## config.mk

```make
export PLATFORM = sky130hd
export DESIGN_NAME = collatz
export DESIGN_NICKNAME = d
export VERILOG_FILES = /design/src/rtl/collatz.sv
export SDC_FILE = /design/constraint.sdc
export NUM_CORES = 1
export LEC_CHECK = 0
export CAP_MARGIN = 30
export CORE_UTILIZATION = 53
export DETAILED_ROUTE_END_ITERATION = 8
export GPL_TIMING_DRIVEN = 0
export PLACE_DENSITY = 0.75
export REMOVE_ABC_BUFFERS = 1
export SYNTH_ARGS = -nofsm -noshare
export SYNTH_HDL_FRONTEND = slang
export SYNTH_SLANG_ARGS = --single-unit
```

## constraint.sdc

```tcl
create_clock -name clk -period 3.9 [get_ports clk]
set_clock_uncertainty 0.1 [all_clocks]
set_input_delay 0.78 -clock clk [delete_from_list [all_inputs] [get_ports clk]]
set_output_delay 0.78 -clock clk [all_outputs]
set_load 0.01 [all_outputs]
```

## src/rtl/collatz.sv

```systemverilog
// rtl/collatz.sv - handshaked 16-bit Collatz step counter
//
// Purpose:
//   Accepts a signed start value n and returns the number of Collatz steps
//   needed to reach 1. One step is computed per clock cycle. A start value
//   <= 1 (signed) returns 0 without stepping. Arithmetic wraps modulo 2^16,
//   including the 3n+1 product and the step counter.
//
// Ports:
//   clk        in   1   rising-edge clock
//   rst        in   1   asynchronous active-high reset
//   in_valid   in   1   in0 carries a start value
//   in_ready   out  1   block can accept a start value (high only in IDLE)
//   in0        in   16  start value n (signed)
//   out_valid  out  1   out0 carries a completed result (high only in DONE)
//   out_ready  in   1   downstream accepts the result
//   out0       out  16  step count; held after the handshake until rewritten

module collatz #(
  parameter int INT_N = 16
) (
  input  logic             clk,
  input  logic             rst,
  input  logic             in_valid,
  output logic             in_ready,
  input  logic [INT_N-1:0] in0,
  output logic             out_valid,
  input  logic             out_ready,
  output logic [INT_N-1:0] out0
);

  typedef enum logic [1:0] {
    S_IDLE = 2'd0,
    S_RUN  = 2'd1,
    S_DONE = 2'd2
  } state_t;

  state_t           r_state;
  logic [INT_N-1:0] r_n;
  logic [INT_N-1:0] r_cnt;
  logic [INT_N-1:0] r_out0;
  logic             r_in_ready;
  logic             r_out_valid;

  logic             w_finished;
  logic [INT_N-1:0] w_step;
  logic [INT_N-1:0] w_triple_plus_one;

  // Termination uses a signed compare so that 0 and negative values, which
  // can also appear after a 3n+1 wrap, stop immediately.
  assign w_finished = ($signed(r_n) <= $signed(INT_N'(1)));

  // 3n+1 built as (n<<1)+n+1; the result is truncated to INT_N bits, which is
  // the intended modulo-2^INT_N wrap.
  assign w_triple_plus_one = (r_n << 1) + r_n + INT_N'(1);

  // Even values shift right logically; odd values take 3n+1.
  assign w_step = r_n[0] ? w_triple_plus_one : (r_n >> 1);

  // Handshake flags are registered alongside the state so that they depend
  // on the state register only, never combinationally on the inputs.
  always_ff @(posedge clk or posedge rst) begin
    if (rst) begin
      r_state     <= S_IDLE;
      r_n         <= '0;
      r_cnt       <= '0;
      r_out0      <= '0;
      r_in_ready  <= 1'b1;
      r_out_valid <= 1'b0;
    end else begin
      case (r_state)
        S_IDLE: begin
          if (in_valid) begin
            r_n         <= in0;
            r_cnt       <= '0;
            r_state     <= S_RUN;
            r_in_ready  <= 1'b0;
            r_out_valid <= 1'b0;
          end
        end

        S_RUN: begin
          if (w_finished) begin
            r_out0      <= r_cnt;
            r_state     <= S_DONE;
            r_out_valid <= 1'b1;
          end else begin
            r_n   <= w_step;
            r_cnt <= r_cnt + INT_N'(1);
          end
        end

        S_DONE: begin
          // Leaving DONE on the handshake edge makes in_ready return the
          // very next cycle; with out_ready tied high out_valid is a pulse.
          if (out_ready) begin
            r_state     <= S_IDLE;
            r_in_ready  <= 1'b1;
            r_out_valid <= 1'b0;
          end
        end

        default: begin
          r_state     <= S_IDLE;
          r_in_ready  <= 1'b1;
          r_out_valid <= 1'b0;
        end
      endcase
    end
  end

  assign in_ready  = r_in_ready;
  assign out_valid = r_out_valid;
  assign out0      = r_out0;

endmodule

```

# After elaboration in Yosys (flattened, before gate mapping)
# Index checks and enable logic that the tools add are counted.
[word_totals] output_inout_bits=18 ram_bits=0 latchBits=0 register_bits=52 memories=0 mem_bits_ro=0 inputBits=20 wordCells=40
[classes] eq_ne=6 muxes=17 shift=0 reduce_logical=6 bitwise=1 n_addsub=3 div=0 magnitude_cmp=1 mul=0
[op_table] operator="two-way mux 16 bit" n=5
[op_table] operator="one-hot mux 16 bit (2 select lines)" n=2
[op_table] operator="adder 16 x 1 -> 16 bit, second input constant" n=2
[op_table] operator="adder 16 bit" n=1
[op_table] operator="less-or-equal comparator 16 x 2 -> 1 bit, second input constant" n=1
[op_table] operator="AND reduction 3 bit" n=3
[op_table] operator="!= test 2 bit, second input constant" n=4
[op_table] operator="two-way mux 2 bit" n=3
[op_table] operator="one-hot mux 1 bit (3 select lines)" n=2
[op_table] operator="one-hot mux 2 bit (3 select lines)" n=1
[op_table] operator="two-way mux 1 bit" n=4
[op_table] operator="== test 2 x 1 -> 1 bit, second input constant" n=1
[op_table] operator="== test 2 bit, second input constant" n=1
[op_table] operator="zero test 2 bit" n=1
[op_table] operator="AND reduction 2 bit" n=1
[op_table] operator="nonzero test 2 bit" n=1
[op_table] operator="inverter 1 bit" n=1

# Logic depth before layout (Yosys ltp)
[depth] depth_word=5 depth_mapped=12 ltp_nobuf=8

# Worst setup path after synthesis
# Ideal clock, no wire load.
[synth_path] kind="register to register" start="register r_n[0]" end="register r_out0[8], in the netlist out0[8]" stages_incl_launch_ff=12 setup_ns=0.127 slack_ns=1.049 required_ns=3.673 period_less_slack_ns=2.851 arrival_time_ns=2.624 path_buffers=4 path_cell_list="dfrtp_1 -> clkbuf_1 -> inv_1 -> clkbuf_1 -> ha_1 -> a21bo_2 -> a31oi_4 -> o31a_4 -> a21oi_2 -> buf_6 -> buf_6 -> mux2_1"
[synth_between] elab_chain_len=2
[synth_lines] item="from (decl)" line_no="39" text="logic [INT_N-1:0] r_n;"
[synth_lines] item="from (signal assigned)" line_no="74" text="r_n <= in0;"
[synth_lines] item="from (signal assigned)" line_no="88" text="r_n <= w_step;"
[synth_lines] item="less-or-equal comparator 16 x 2 -> 1 bit" line_no="51" text="assign w_finished = ($signed(r_n) <= $signed(INT_N'(1)));"
[synth_lines] item="AND reduction 2 bit (no line)"
[synth_lines] item="to (signal assigned)" line_no="84" text="r_out0 <= r_cnt;"
[synth_lines] item="to (decl)" line_no="41" text="logic [INT_N-1:0] r_out0;"
# Every way passes these cells.
# A chain may end at the register's enable or synchronous reset.

# Worst setup path in the final report
[layout_path] start="register r_n[0]" end="register r_cnt[9]"
[layout_between] elab_chain_len=3
[layout_lines] item="less-or-equal comparator 16 x 2 -> 1 bit" line_no="51"
[layout_lines] item="!= test 2 bit (no line)"
[layout_lines] item="AND reduction 3 bit (no line)"
[layout_lines] item="to (signal assigned)" line_no="89" text="r_cnt <= r_cnt + INT_N'(1);"
[layout_lines] item="to (decl)" line_no="40" text="logic [INT_N-1:0] r_cnt;"
# Every way passes these cells.

==> metrics.txt <==
Seq pwr share=26.7%; synth warn=0; Final WS setup=between 0.2 and 0.25 ns; WP data arrival=3.80 ns; final setup vio count=0; vias in the first global route=2855; DR vias=3037; pin count of the biggest net entering global routing=40; kind of critical path=register to register; final total power=3.16 mW; failing checks=design-rule violations; Mapped Area=3570 um^2; PD cells=between 700 and 800 nW/um^2; die height=84.1 um; core box area=6420 um^2; DRT iter0 DRCs=between 150 and 200; slowest stage cell, crit path=dfrtp_1; sequential fraction of the synthesis area=35.8%; IO Pins=38; Yosys cell types=65; DRT Pass-1 Iters=7; run status=complete, but fails checks; CTS tree=built; worst-path fanout max=22; Max-Cap Viols=0; initial antenna violation count=0; total grt overflow=0; Final TNS setup=0 ns; LEAKAGE=1.86 nW; non-filler cells, final=roughly 500; Avg Cell Area, Syn=9.09 um^2; Crit path largest cell delay=a little under 0.9 ns; relative slew slack=47.4%; Root Buffer=clkbuf_8; GP Congestion=0.877; VDD IR max=between 0.4 and 0.5 mV; Routed Wire Length=8260 um; pre-CTS setup slack=between 0.2 and 0.3 ns; register bit total from synthesis=51; H-tree lvl count=2; share of layout cells above drive strength 1=7.51%; drt drc=14; fin nets=around 470; drt wl/cell=roughly 16 um; startpoint type of the worst setup path=register; I/O Buffers=37; Internal=1.66 mW; dpl hpwl=about 5800 um; Tmin final=between 3 and 4 ns; vias per std cell=6.04; CP Data Required Time=roughly 4.0 ns; fin. max-slew vios=0; RSZ-0062 raised after global routing=no; global-route wire length before repair=13400 um; Max Freq=0.273 GHz; Clock Pin Slew Worst Setup and Hold Paths=roughly 0.10 ns; antenna-violating nets left=0; Net Sw Frac=47.4%; measured slew at the worst slew-check pin=0.788 ns; CTS sink count=51; clock buffer depth=2; combinational power share=61.3%; setup bufs post-CTS=0; Final period util=94.1%; R2R Setup Slk=0.23 ns; Post-Syn Instances=393; crit-path cells=inv_1, ha_1, a21bo_2, a31oi_4, o31a_4, a21oi_2, buf_8, or4_1, a21oi_1; Clock power frac=12.1%; die width=84.1 um; EDFF count, synth=0; Post-synth ARST share=100%; Crit. End Element=register; die area=7070 um^2; Cells after DPL=494; worst-skew pair later-pin latency=between 0.3 and 0.4 ns; total track usage=23.8%; CP bufs+invs=2; Num CTS Buffers=5; final-report hold violation count=0; Area Growth Syn to Fin=15.7%; worst hold path type=register to register; P_sw=about 1.5 mW; ANT cells=0; Starting Density=55.6%; CP delay by family, top=compound AO/OA/AOI/OAI gates; Rows=29; ys flop type=dfrtp_1
power by group through the flow:
stage | Combinational, mW | Clock (mW) | Sequential [mW]
final | 1.94 | 0.381 | 0.844
after global routing | 2.16 | 0.408 | 0.862
after floorplan | 1.43 | 0 | 0.808
after detailed placement | 1.89 | 0 | 0.850
after global placement | 1.81 | 0 | 0.844
after CTS | 1.90 | 0.389 | 0.841
cells by family after synthesis:
group | after synthesis | share of synthesized area [%]
and+or+nand+nor | 122 | 17.4
adders and majority gates | 28 | 10.0
DFF | 51 | 35.8
buffers and inverters | 42 | 5.36
AOI/OAI and AO/OA | 123 | 23.7
xor gates and xnor gates | 8 | 1.96
muxes | 19 | 5.82
placed cells by master (no fill, tap or decap), types with 3 or more instances in the layout:
master and count:
nand2_1 35, inv_1 23, o31ai_1 4, and3_1 9, nand2b_1 8, a221oi_1 4, nand3_1 14, or4_1 4
nand4_1 4, a211oi_1 3, o211ai_1 4, o21bai_1 3, ha_1 27, a21o_1 9, o21ai_0 21, or3_1 8
dfrtp_1 50, nor3_1 4, xnor2_1 6, nor2_1 22, clkdlybuf4s50_1 37, a31oi_4 3, mux2i_1 5, o21ai_1 12
o22ai_1 3, clkbuf_8 5, mux2_1 13, a21oi_1 34
sequential cells by signal, summed over array words and instances, names as in the netlist, named ones only:
name       flops
r_n           15
out0          16
r_cnt         16
r_state        1
in_ready       1
out_valid      1
metrics by stage:
stage / instance area (um^2) / util (%) / hold WS [ns]
after CTS: 4110 / 64.0 / 0.387
after floorplan: 3470 / - / 0.351
after global routing: 4130 / 64.3 / 0.403
after global placement: 3940 / 61.3 / 0.360
final: 4130 / 64.3 / 0.382
after detailed placement: 4000 / 62.2 / 0.363
cells in the mapped netlist, types with 5 or more instances:
cell	n	share of area [%]
xnor2_1	6	1.5
a21o_1	9	1.9
and3_1	9	1.6
a21oi_1	34	4.8
ha_1	27	9.5
nor2_1	23	2.4
mux2i_1	5	1.4
o21ai_1	12	1.7
or3_1	8	1.4
nand3_1	14	2.0
nand2_1	35	3.7
dfrtp_1	50	35
mux2_1	13	4.1
o21ai_0	21	2.9
inv_1	24	2.5
nand2b_1	8	1.4
clkbuf_1	6	0.63
buf_2	6	0.84
final timing paths:
path                          start       end  cells after the start
setup / recovery             r_n[0]  r_cnt[9]                      9
min in group asynchronous       rst  r_cnt[1]                      2
hold reg to reg            out0[15]  out0[15]                      2
hold / removal             out0[15]  out0[15]                      2
max in group asynchronous       rst  in_ready                      3
setup reg to reg             r_n[0]  r_cnt[9]                      9
worst register-to-register path, delay by kind of cell, from the launching register on:
kind	cells	cell delay (ns)
compound gates	5	1.02
flops	1	0.87
buf+inv	2	0.74
simple gates	1	0.50
fa+ha+maj	1	0.36
layer usage:
metal	global-route usage [%]	part of all wire (%)	vias up
met4	7.99	1.6	0
met2	42.3	50	75
met1	29.3	44	1449
li1	-	-	1502
met3	3.66	4.5	11
met5	0	0	-
cell type report:
type | count | area, um^2
clock inverters | 3 | 43.8
repair buffers | 41 | 424
well taps | 77 | 96.3
multi-input cells | 301 | 2130
flip-flops and latches | 51 | 1280
inverters | 25 | 93.8
clock buffers | 5 | 68.8
fillers | 543 | 2290
repair_timing:
action,CTS,global route
endpoints found under the setup margin,0,13
hold buffers,0,0
resized for setup,0,1
(Power assumes the default switching activity.)
